File: src/rtl/boot_uart_ctrl.sv
// boot_uart_ctrl: bootloader command sequencer between a byte UART and the SoC memories.
// Assembles little-endian words from RX bytes and decodes a {rw, addr[14:0], ndata[15:0]}
// header. Write commands stream payload words into IMEM; read commands serialise DMEM
// words to TX. cpu_hold keeps the core off the memories while a command is active.
// Optional feature macro: BOOT_ACK_EN -- after a write command, send back the 32-bit
// wrapping sum of its payload words, LSB first.
module boot_uart_ctrl #(
  parameter int unsigned CLK_FREQ       = 50_000_000,
  parameter int unsigned IMEM_AW        = 10,
  parameter int unsigned DMEM_AW        = 10,
  parameter int unsigned TIMEOUT_CYCLES = CLK_FREQ / 100
) (
  input  logic               clk,
  input  logic               rst_n,
  input  logic [7:0]         rx_data,
  input  logic               rx_valid,
  output logic [7:0]         tx_data,
  output logic               tx_valid,
  input  logic               tx_ready,
  output logic               imem_we,
  output logic [IMEM_AW-1:0] imem_addr,
  output logic [31:0]        imem_wdata,
  output logic               dmem_re,
  output logic [DMEM_AW-1:0] dmem_addr,
  input  logic [31:0]        dmem_rdata,
  output logic               cpu_hold,
  output logic               timeout_err
);

  localparam int unsigned TO_W = (TIMEOUT_CYCLES > 1) ? $clog2(TIMEOUT_CYCLES) : 1;
  localparam logic [TO_W-1:0] TO_LAST = TO_W'(TIMEOUT_CYCLES - 1);

  typedef enum logic [2:0] {
    S_HDR, S_WR, S_RD_REQ, S_RD_WAIT, S_RD_SEND, S_ACK
  } state_e;

  state_e            state_q, state_d;
  logic [1:0]        byte_cnt_q, byte_cnt_d;
  logic [23:0]       word_q, word_d;        // bytes 0..2 of the word being assembled
  logic [14:0]       cur_addr_q, cur_addr_d;
  logic [15:0]       rem_q, rem_d;          // words still to transfer
  logic [31:0]       shift_q, shift_d;      // outgoing TX word, byte 0 in [7:0]
  logic [1:0]        tx_cnt_q, tx_cnt_d;
  logic [TO_W-1:0]   to_cnt_q, to_cnt_d;
  logic              timeout_q, timeout_d;
  logic              cpu_hold_q, cpu_hold_d;
`ifdef BOOT_ACK_EN
  logic [31:0]       sum_q, sum_d;
`endif

  logic        rx_phase;
  logic        rx_take;
  logic        word_done;
  logic        tx_fire;
  logic [31:0] full_word;

  // Byte intake happens only in the header and write phases; other RX bytes are dropped.
  assign rx_phase  = (state_q == S_HDR) || (state_q == S_WR);
  assign rx_take   = rx_valid && rx_phase;
  assign word_done = rx_take && (byte_cnt_q == 2'd3);
  assign full_word = {rx_data, word_q};
  assign tx_valid  = (state_q == S_RD_SEND) || (state_q == S_ACK);
  assign tx_fire   = tx_valid && tx_ready;
  assign tx_data   = shift_q[7:0];

  // The IMEM write fires in the very cycle the 4th byte strobes, so it is decoded from
  // the live RX byte rather than registered.
  assign imem_we    = (state_q == S_WR) && word_done;
  assign imem_addr  = cur_addr_q[IMEM_AW-1:0];
  assign imem_wdata = imem_we ? full_word : 32'h0;

  assign dmem_re     = (state_q == S_RD_REQ);
  assign dmem_addr   = cur_addr_q[DMEM_AW-1:0];
  assign cpu_hold    = cpu_hold_q;
  assign timeout_err = timeout_q;

  // Next-state logic: word assembly, command sequencing, TX serialisation and timeout.
  always_comb begin
    // NOTE: every _d gets a default first so no path through this block infers a latch.
    state_d    = state_q;
    byte_cnt_d = byte_cnt_q;
    word_d     = word_q;
    cur_addr_d = cur_addr_q;
    rem_d      = rem_q;
    shift_d    = shift_q;
    tx_cnt_d   = tx_cnt_q;
    to_cnt_d   = to_cnt_q;
    timeout_d  = 1'b0;
`ifdef BOOT_ACK_EN
    sum_d      = sum_q;
`endif

    if (rx_take) begin
      byte_cnt_d = byte_cnt_q + 2'd1;
      case (byte_cnt_q)
        2'd0:    word_d[7:0]   = rx_data;
        2'd1:    word_d[15:8]  = rx_data;
        2'd2:    word_d[23:16] = rx_data;
        default: ;
      endcase
    end

    case (state_q)
      S_HDR: begin
        if (word_done && (full_word[15:0] != 16'h0)) begin
          rem_d      = full_word[15:0];
          cur_addr_d = full_word[30:16];
          state_d    = full_word[31] ? S_WR : S_RD_REQ;
`ifdef BOOT_ACK_EN
          sum_d      = 32'h0;
`endif
        end
      end
      S_WR: begin
        if (word_done) begin
          cur_addr_d = cur_addr_q + 15'd1;
          rem_d      = rem_q - 16'd1;
`ifdef BOOT_ACK_EN
          sum_d      = sum_q + full_word;
          if (rem_q == 16'd1) begin
            shift_d  = sum_q + full_word;
            tx_cnt_d = 2'd0;
            state_d  = S_ACK;
          end
`else
          if (rem_q == 16'd1) state_d = S_HDR;
`endif
        end
      end
      S_RD_REQ: state_d = S_RD_WAIT;
      S_RD_WAIT: begin
        shift_d  = dmem_rdata;
        tx_cnt_d = 2'd0;
        state_d  = S_RD_SEND;
      end
      S_RD_SEND: begin
        if (tx_fire) begin
          shift_d  = {8'h00, shift_q[31:8]};
          tx_cnt_d = tx_cnt_q + 2'd1;
          if (tx_cnt_q == 2'd3) begin
            cur_addr_d = cur_addr_q + 15'd1;
            rem_d      = rem_q - 16'd1;
            state_d    = (rem_q == 16'd1) ? S_HDR : S_RD_REQ;
          end
        end
      end
      S_ACK: begin
        if (tx_fire) begin
          shift_d  = {8'h00, shift_q[31:8]};
          tx_cnt_d = tx_cnt_q + 2'd1;
          if (tx_cnt_q == 2'd3) state_d = S_HDR;
        end
      end
      default: state_d = S_HDR;
    endcase

    // Inter-byte timeout only runs while a word is partially assembled.
    if (rx_valid) begin
      to_cnt_d = '0;
    end else if (rx_phase && (byte_cnt_q != 2'd0)) begin
      if (to_cnt_q == TO_LAST) begin
        to_cnt_d   = '0;
        byte_cnt_d = 2'd0;
        word_d     = 24'h0;
        rem_d      = 16'h0;
        timeout_d  = 1'b1;
        state_d    = S_HDR;
      end else begin
        to_cnt_d = to_cnt_q + TO_W'(1);
      end
    end else begin
      to_cnt_d = '0;
    end

    cpu_hold_d = (state_d != S_HDR) || (byte_cnt_d != 2'd0);
  end

  // State register; reset aborts any command in flight.
  always_ff @(posedge clk or negedge rst_n) begin
    if (!rst_n) begin
      state_q    <= S_HDR;
      byte_cnt_q <= 2'd0;
      word_q     <= 24'h0;
      cur_addr_q <= 15'h0;
      rem_q      <= 16'h0;
      shift_q    <= 32'h0;
      tx_cnt_q   <= 2'd0;
      to_cnt_q   <= '0;
      timeout_q  <= 1'b0;
      cpu_hold_q <= 1'b0;
`ifdef BOOT_ACK_EN
      sum_q      <= 32'h0;
`endif
    end else begin
      // NOTE: non-blocking assignments so every flop samples the pre-edge values.
      state_q    <= state_d;
      byte_cnt_q <= byte_cnt_d;
      word_q     <= word_d;
      cur_addr_q <= cur_addr_d;
      rem_q      <= rem_d;
      shift_q    <= shift_d;
      tx_cnt_q   <= tx_cnt_d;
      to_cnt_q   <= to_cnt_d;
      timeout_q  <= timeout_d;
      cpu_hold_q <= cpu_hold_d;
`ifdef BOOT_ACK_EN
      sum_q      <= sum_d;
`endif
    end
  end

endmodule
File: config.mk
export PLATFORM = sky130hd
export DESIGN_NAME = boot_uart_ctrl
export DESIGN_NICKNAME = d
export VERILOG_FILES = /design/src/rtl/boot_uart_ctrl.sv
export SDC_FILE = /design/constraint.sdc
export NUM_CORES = 1
export LEC_CHECK = 0
export ABC_AREA = 1
export CORE_ASPECT_RATIO = 0.5
export CORE_MARGIN = 3
export CORE_UTILIZATION = 58
export CTS_CLUSTER_DIAMETER = 100
export CTS_CLUSTER_SIZE = 20
export DETAILED_ROUTE_END_ITERATION = 16
export GPL_TIMING_DRIVEN = 1
export PLACE_DENSITY_LB_ADDON = 0.2
export SYNTH_ARGS = -nofsm -noshare
export SYNTH_HDL_FRONTEND = slang
export SYNTH_SLANG_ARGS = --single-unit
File: constraint.sdc
create_clock -name clk -period 2.9 [get_ports clk]
set_input_delay 0.29 -clock clk [delete_from_list [all_inputs] [get_ports clk]]
set_output_delay 0.29 -clock clk [all_outputs]
set_load 0.02 [all_outputs]
# Word level (Yosys, flattened, before mapping)
# Cells that the tools add are included.
[op_classes]
addsub = 5
eq_ne = 16
muxes = 48
n_reduce_logical = 20
[ops]
columns = ["operator", "n"]
rows = [
  ["16-bit 2-to-1 mux", 7],
  ["24-bit 2-to-1 mux", 4],
  ["32-bit 2-to-1 mux", 2],
  ["32-bit case mux with 2 select lines", 1],
  ["15-bit 2-to-1 mux", 4],
  ["19-bit 2-to-1 mux", 3],
  ["16-bit case mux with 3 select lines", 1],
  ["15-bit case mux with 3 select lines", 1],
  ["3-bit 2-to-1 mux", 10],
  ["8-bit 2-to-1 mux", 3],
  ["19-bit by 1-bit adder with 19-bit output, second input constant", 1],
  ["19-bit equality test, second input constant", 1],
  ["3-bit case mux with 6 select lines", 1],
  ["16-bit by 1-bit equality test with 1-bit output, second input constant", 1],
  ["16-bit nonzero test", 1],
  ["16-bit by 1-bit subtractor with 16-bit output, second input constant", 1],
  ["15-bit by 1-bit adder with 15-bit output, second input constant", 1],
  ["2-bit 2-to-1 mux", 7],
  ["2-bit equality test, second input constant", 3],
  ["3-bit by 2-bit equality test with 1-bit output, second input constant", 2],
  ["3-bit equality test, second input constant", 2],
  ["1-bit logical AND", 6],
  ["2-bit by 1-bit inequality test with 1-bit output, second input constant", 3],
  ["2-bit nonzero test", 3],
  ["13 further kinds", 20],
]
[word_totals]
regBits = 115
inputBits = 44
out_inout_bits = 65
elab_cells = 99

# Logic depth before layout (Yosys ltp)
# Gate-level depths: netlist (run 1).
[depth]
ltp_word = 12
mapped_depth = 14
depth_no_buf = 14

# Least setup slack after synthesis (run 1)
# OpenSTA, ideal clock, no wires.
[synth_path]
kind = "flip-flop to output port"
start = "register state_q[1]"
end = "output imem_wdata[10]"
t_arrival_ps = 1601
required_time_ps = 2610
slack_ps = 1009
stages_incl_launch_ff = 7
path_buffers = 1
path_cell_list = "dfrtp_1 -> inv_2 -> nand2_2 -> nor2_4 -> nand4_4 -> clkbuf_1 -> nor2_1"
[synth_between]
elab_chain_len = 6
word_cells_on_any_way = 7
classes_between = "eq/ne: 1; mux: 1; reduce/logical: 5"
[synth_rtl]
columns = ["element", "line_no", "source"]
rows = [
  ["from (decl)", "37", "state_e state_q, state_d;"],
  ["from (signal assigned)", "196", "state_q <= state_d;"],
  ["3-bit by 1-bit equality test with 1-bit output or 3-bit zero test (tied branches)", "58, 68", ""],
  ["1-bit logical OR", "58", "assign rx_phase = (state_q == S_HDR) || (state_q == S_WR);"],
  ["1-bit logical AND", "59", "assign rx_take = rx_valid && rx_phase;"],
  ["1-bit logical AND", "60", "assign word_done = rx_take && (byte_cnt_q == 2'd3);"],
  ["1-bit logical AND *", "68", "assign imem_we = (state_q == S_WR) && word_done;"],
  ["32-bit 2-to-1 mux *", "70", "assign imem_wdata = imem_we ? full_word : 32'h0;"],
  ["to (decl)", "22", "output logic [31:0] imem_wdata,"],
]
# Mark *: on every way between the ends. The rest lies on a longest branch, timed or not.

# Worst setup path in the final report (run 1)
[layout_path]
start = "register state_q[1]"
end = "output imem_wdata[14]"
# Same word-level chain as after synthesis.

==> impl_results.md, run 1 <==
- Run status: finished, violations left
- FF-to-FF End: rem_q[11]
- Synth unique cells: 43
- Syn nets: 970
- Slowest Stage Delay on Critical Path: 0.62 ns
- Register clock-pin slew on the reported worst setup and hold paths: 0.08 ns
- DP Area: 7630 sq um
- FFs w/ async S/R, synth: 100%
- Starting Density: 62.3%
- Share of post-route cells with drive strength above 1: 6.27%
- Final hold violation count: 21
- Rel. slew slack: 52.4%
- Worst Tran Pin Value: 0.713 ns
- Cells along the critical path: inv_4 > nand2_2 > nor2_4 > buf_12 > nand4_4 > buf_12 > nor2_1 > clkdlybuf4s50_1
- Commonest non-fill, non-tap cells in the layout: nand2_1, inv_1, nor2_1
- Diode count: 0
- Top-area cell type share of the netlist area: 41.4%
- Yosys warning count: 0
- Final instance area: 8020 sq um
- Multi-input gate area: 3100 sq um
- GRT Util Overall: 28.7%
- Fillers: 820
- First drt pass iteration count: 6
- Vias: 6,455
- Failing checks: hold timing
- Sequential area share after synthesis: 41.4%
- Row count: 26
- CORE AREA: 10,700 sq um
- WP buf/inv: 4
- Placed wire-length estimate: 12,600 um
- Post-synth EDFFs: 0
- Synthesized area per cell: 7.25 sq um
- Req. time, crit path: 2.61 ns
- Final period util: 98.3%
- Power per cell area: 976 nW/um^2
- Setup slack, reg-to-reg: 0.55 ns
- Vias in the first global route: 6,110
- CTS sink cnt: 110
- Nets@finish: 1,052
- Maxcap violations: 0
- Clock Skew: 0.00859 ns
- TritonCTS clock tree: yes
- Remaining DRCs: 0
- Critical-path top delay cell: clkdlybuf4s50_1
- Antenna Nets Post-Route: 0
- CP Capture Type: primary output
- Min Tclk post-route: 2.85 ns
- Area Growth Syn to Fin: 20.7%
- First-pass GRT wire length: 29,500 um
- Clk_lat worst skew: 0.35 ns
- Crit path DAT: 2.56 ns
- Top cell by count, worst path: buf_12
- Hold Crit Class: in2async
- Post-synthesis instance total: 917
- Setup crit start kind: flop
- Initial antenna violation count: 0
- Critical path launch point: state_q[1]
- Cell taking the most area after synthesis: dfrtp_1
- Worst flop-to-flop path startpoint: state_q[2]
- H-tree depth: 3
- Placer Congestion: 0.900
- Vias per inst: 5.64
- Critical path peak fanout: 18
- Setup CP Type: reg2out
- Die footprint: 12,900 sq um
- Leading cell type in the layout, fill and taps excluded: nand2_1
- Worst VDD drop: 508 uV
- Top area cells in the synthesized netlist: dfrtp_1, nand2_1, inv_1
- IO buf count: 108
- Cell family with most CP delay: buffers and inverters
- Leakage: 3.85 nW
- R2R cell count: 11
- Num CTS Buffers: 9
- DR iter-0 viols: 607
- Clock root buffer: clkbuf_16
- Post-synth top flop: dfrtp_1
- Seq cells post-synth: 110
- Detailed-route wire length per cell: 15.4 um
- Longest Clk Path Bufs: 2
- Final setup viols: 0
- Height of the die: 81.7 um
- Final wirelength: 17,700 um
- Global route overflow: 0
- Final Max Tran Viols: 0
- Hold_ws: -0.0133 ns
- TNS Setup: 0 ns
- Boundary Pins: 109
- Fmax: 351 MHz
- Mapped Area: 6640 sq um
- Register area: 2750 sq um
- Pin count of the biggest net entering global routing: 60
- Die span in x: 157 um
## flip-flops by register name, indices dropped and copies added, names as in the netlist
register and flops:
byte_cnt_q 2, cpu_hold 1, cur_addr_q 10, rem_q 16, shift_q 32, state_q 3
timeout_err 1, to_cnt_q 19, tx_cnt_q 2, word_q 24
## stage by stage
stage	std cells	worst slack (ns)	utilization [%]	power, mW	hold WS, ns
2_1_floorplan	917	1.01	-	5.32	-0.00559
3_3_place_gp	1122	0.309	71.6	6.25	0.376
3_5_place_dp	1122	0.224	71.6	6.41	0.389
4_1_cts	1140	0.00483	74.7	7.71	0.0153
5_1_grt	1144	-0.0229	75.1	8.42	0.0452
6_report	1144	0.0483	75.1	7.83	-0.0133
## layout make-up
cell class	instances	area share (%)
multi-input combinational	625	38.6
clock buffer	9	2.81
sequential	110	34.3
inverter	136	6.40
clock inverter	7	0.827
timing repair buffer	117	14.8
tap	140	2.18
## metal layers
layer  up-vias  routed length (um)  track usage, %
met3        36                1470            5.05
met5         -                   0               0
li1       3063                   -               -
met2       320                8270            49.0
met1      3036                7590            38.5
met4         0                 333            7.45
## worst reg2reg max path: stages, from the launching register on
cell and delay, ns:
dfrtp_1 0.51, inv_2 0.21, nand3_4 0.12, nand2_4 0.17, nand2_4 0.10, nor2_4 0.31, nand2_4 0.16, nor2_1 0.34
nand2_1 0.16, nand3_1 0.12, nand2_1 0.05, inv_1 0.06
## Yosys cell counts, types with 2 or more instances
master      n
buf_4      21
a21oi_1    41
buf_2      10
nand2_1   202
o21bai_1    2
nand4_1    16
nor3_2      2
inv_2       7
nor3b_1     2
nand3_1    69
ha_1        9
dfrtp_1   110
a31oi_1     8
o21ai_0    75
nor2_1    124
inv_1     129
clkbuf_1    7
nand3_4     2
nor3_1      9
buf_1       4
a21oi_2     2
nand2_2     5
o211ai_1    9
xor2_1     11
nand2_4     5
nor2_4      3
o21ai_1    10
nor2_2      4
buf_6       5
## power breakdown
group          internal, mW  total (mW)  leakage, nW  switching (mW)
Clock                 0.606        1.23        0.142           0.622
Sequential             2.08        2.53         1.35           0.452
Combinational          1.51        4.07         2.36            2.56
Total                  4.20        7.83         3.85            3.63
## cell families (layout without fill, tap and decap cells)
group	count (synthesis)	in the layout	synth area share (%)
compound gates	152	152	12.4
xor+xnor	12	12	1.58
fa+ha+maj	9	9	1.69
buf+inv	183	269	12.3
flops	110	110	41.4
simple gates	451	452	30.6
## worst max path at each step
stage,slack (ns),end,depth (start not counted)
floorplan,1.01,imem_wdata[10],6
global route,-0.02,imem_wdata[3],8
CTS,0.005,imem_wdata[4],6
detailed placement,0.22,imem_wdata[19],4
finish,0.05,imem_wdata[14],8
global placement,0.31,imem_wdata[31],4
## what timing repair did
action	in CTS	in global routing
resized for setup	1	3
hold buffers	0	0
hold endpoints to repair	0	0
pin swaps	2	2
setup buffers	1	4
gates cloned	1	0
endpoints found under the setup margin	32	17
No activity file was read; power rests on OpenSTA's default activity.
==> run 2: changes to the inputs <==
SETUP_SLACK_MARGIN = 0.5   (was unset)
==> run 2 against run 1 <==
  * Critical path depth decreased by 1
  * Critical path type unchanged
  * Non-clock buffer count increased by 5
  * Power increased by 0.36%
  * First-iteration DRC count increased by 6.9%
  * Fmax increased by 21%
  * Combinational power about the same
  * Worst setup slack improved by 0.50 ns
  * The run still ends with hold timing left
  * Global-route usage increased by 0.44 points
  * Largest cell class unchanged
==> impl_results.md, run 2 (same netlist as run 1, synthesis figures left out) <==
- Crit path DAT: 2.06 ns (was 2.56 ns)
- Final wirelength: 18,200 um (was 17,700 um)
- Antenna Nets Post-Route: 0 (unchanged)
- Setup slack, reg-to-reg: 0.74 ns (was 0.55 ns)
- Power per cell area: 990 nW/um^2 (was 976 nW/um^2)
- Hold Crit Class: in2async (unchanged)
- Hold-fix buffers at CTS: 0 (unchanged)
- Worst Tran Pin Value: 0.715 ns (was 0.713 ns)
- Nets@finish: 1,058 (was 1,052)
- Row count: 26 (unchanged)
- Remaining DRCs: 0 (unchanged)
- CTS sink cnt: 110 (unchanged)
- Setup crit start kind: flop (unchanged)
- Clock Skew: 0.00657 ns (was 0.00859 ns)
- Power, Total: 7.86 mW (was 7.83 mW)
- Vias: 6,534 (was 6,455)
- Req. time, crit path: 2.61 ns (about the same)
- Num CTS Buffers: 9 (unchanged)
- Maxcap violations: 0 (unchanged)
- Final Non-Filler Cells: 1,150 (was 1,144)
- Rel. slew slack: 52.2% (was 52.4%)
- Hold_ws: -0.0146 ns (was -0.0133 ns)
- Final instance area: 7930 sq um (was 8020 sq um)
- Share of post-route cells with drive strength above 1: 10.4% (was 6.27%)
- Leading cell type in the layout, fill and taps excluded: nand2_1 (unchanged)
- Dpl cells: 1,122 (unchanged)
- Clk_lat worst skew: 0.35 ns (about the same)
- Final core occ: 74.3% (was 75.1%)
- Final Max Tran Viols: 0 (unchanged)
- TritonCTS clock tree: yes (unchanged)
- Pin count of the biggest net entering global routing: 60 (unchanged)
- RSZ-0062 raised after global routing: false
- Reg with most FFs: shift_q (unchanged)
- Cell family with most CP delay: simple AND/OR/NAND/NOR gates (was buffers and inverters)
- Leakage: 3.88 nW (was 3.85 nW)
- Critical path peak fanout: 18 (unchanged)
- GRT Util Overall: 29.1% (was 28.7%)
- Commonest non-fill, non-tap cells in the layout: nand2_1, inv_1, nor2_1 (unchanged)
- Max reg flops: 32 (unchanged)
- DR iter-0 viols: 649 (was 607)
- Final setup viols: 0 (unchanged)
- Slowest Stage Delay on Critical Path: 0.49 ns (was 0.62 ns)
- Final hold violation count: 21 (unchanged)
- Worst VDD drop: 509 uV (was 508 uV)
- Run status: finished, violations left (unchanged)
- Min Tclk post-route: 2.35 ns (was 2.85 ns)
- Vias per inst: 5.68 (was 5.64)
- Setup WS post-layout: 0.548 ns (was 0.0483 ns)
- First drt pass iteration count: 6 (unchanged)
- WP buf/inv: 2 (was 4)
- Fillers: 827 (was 820)
- Longest Clk Path Bufs: 2 (unchanged)
- Area Growth Syn to Fin: 19.4% (was 20.7%)
- Register clock-pin slew on the reported worst setup and hold paths: 0.08 ns (about the same)
- Die span in x: 157 um (unchanged)
- FF-to-FF End: rem_q[1] (was rem_q[11])
- CORE AREA: 10,700 sq um (unchanged)
- Failing checks: hold timing (unchanged)
- First-pass GRT wire length: 29,800 um (was 29,500 um)
- Boundary Pins: 109 (unchanged)
- IO buf count: 108 (unchanged)
- DP Worst Slack: 0.224 ns (unchanged)
- H-tree depth: 3 (unchanged)
- Cells along the critical path: nor2_2 > nand2_2 > nand2_8 > nand4_4 > buf_12 > nor2_1 > dlygate4sd2_1 (was inv_4 > nand2_2 > nor2_4 > buf_12 > nand4_4 > buf_12 > nor2_1 > clkdlybuf4s50_1)
- Critical-path top delay cell: dfrtp_2 (was clkdlybuf4s50_1)
- Placed wire-length estimate: 12,600 um (unchanged)
- DP Area: 7630 sq um (unchanged)
- Clock root buffer: clkbuf_16 (unchanged)
- TNS Setup: 0 ns (unchanged)
- Diode count: 0 (unchanged)
- Largest registers: shift_q x32, word_q x24, to_cnt_q x19 (unchanged)
- Final period util: 81.1% (was 98.3%)
- Height of the die: 81.7 um (unchanged)
- CP Capture Type: primary output (unchanged)
- Setup CP Type: reg2out (unchanged)
- Global route overflow: 0 (unchanged)
- Placer Congestion: 0.900 (unchanged)
- Worst flop-to-flop path startpoint: state_q[1] (was state_q[2])
- R2R cell count: 11 (unchanged)
- Vias in the first global route: 6,152 (was 6,110)
- Initial antenna violation count: 0 (unchanged)
- Die footprint: 12,900 sq um (unchanged)
- Fmax: 425 MHz (was 351 MHz)
- Starting Density: 62.3% (unchanged)
- Detailed-route wire length per cell: 15.8 um (was 15.4 um)
run 2: power breakdown:
| part | internal (mW) | total (mW) | switching [mW] | leakage (nW) |
|---|---|---|---|---|
| Clock | 0.606 | 1.23 | 0.626 | 0.142 |
| Sequential | 2.08 | 2.54 | 0.463 | 1.35 |
| Combinational | 1.46 | 4.08 | 2.62 | 2.39 |
run 2: worst reg2reg max path: cells and delay by family (launching register included):
kind / cells / cell delay, ns
AND/OR/NAND/NOR: 5 / 0.71
buffers and inverters: 4 / 0.68
flip-flops: 1 / 0.49
AO/OA/AOI/OAI: 2 / 0.22
run 2: final cells by class:
class / instances / area (sq um) / area share [%]
Clock inverter: 7 / 66.3 / 0.836
Timing Repair Buffer: 122 / 1060 / 13.4
Inverter: 136 / 513 / 6.47
Multi-Input combinational cell: 626 / 3130 / 39.5
Clock buffer: 9 / 225 / 2.84
Sequential cell: 110 / 2760 / 34.8
Tap cell: 140 / 175 / 2.21
run 2: repair_timing:
action                     CTS  global route
pin swaps                    3             1
cloned                       2             0
setup endpoints to repair   35            39
resized for setup           41            65
hold endpoints to repair     0             0
setup buffers                6             4
run 2: worst max-delay path by stage:
stage | from | endpoint | slack [ns] | depth (start not counted)
2_1_floorplan | state_q[1] | imem_wdata[10] | 1.01 | 6
3_3_place_gp | rx_valid | imem_wdata[31] | 0.31 | 4
3_5_place_dp | rx_valid | imem_wdata[19] | 0.22 | 4
4_1_cts | state_q[2] | tx_valid | 0.51 | 4
5_1_grt | state_q[1] | imem_wdata[30] | 0.49 | 8
6_report | state_q[1] | imem_wdata[30] | 0.55 | 7
run 2: layer usage:
layer	up-vias	share of wire [%]	global-route usage (%)
li1	3079	-	-
met1	3053	43	39.0
met2	355	46	49.4
met3	47	8.6	5.32
met4	0	2.0	8.05
met5	-	0	0
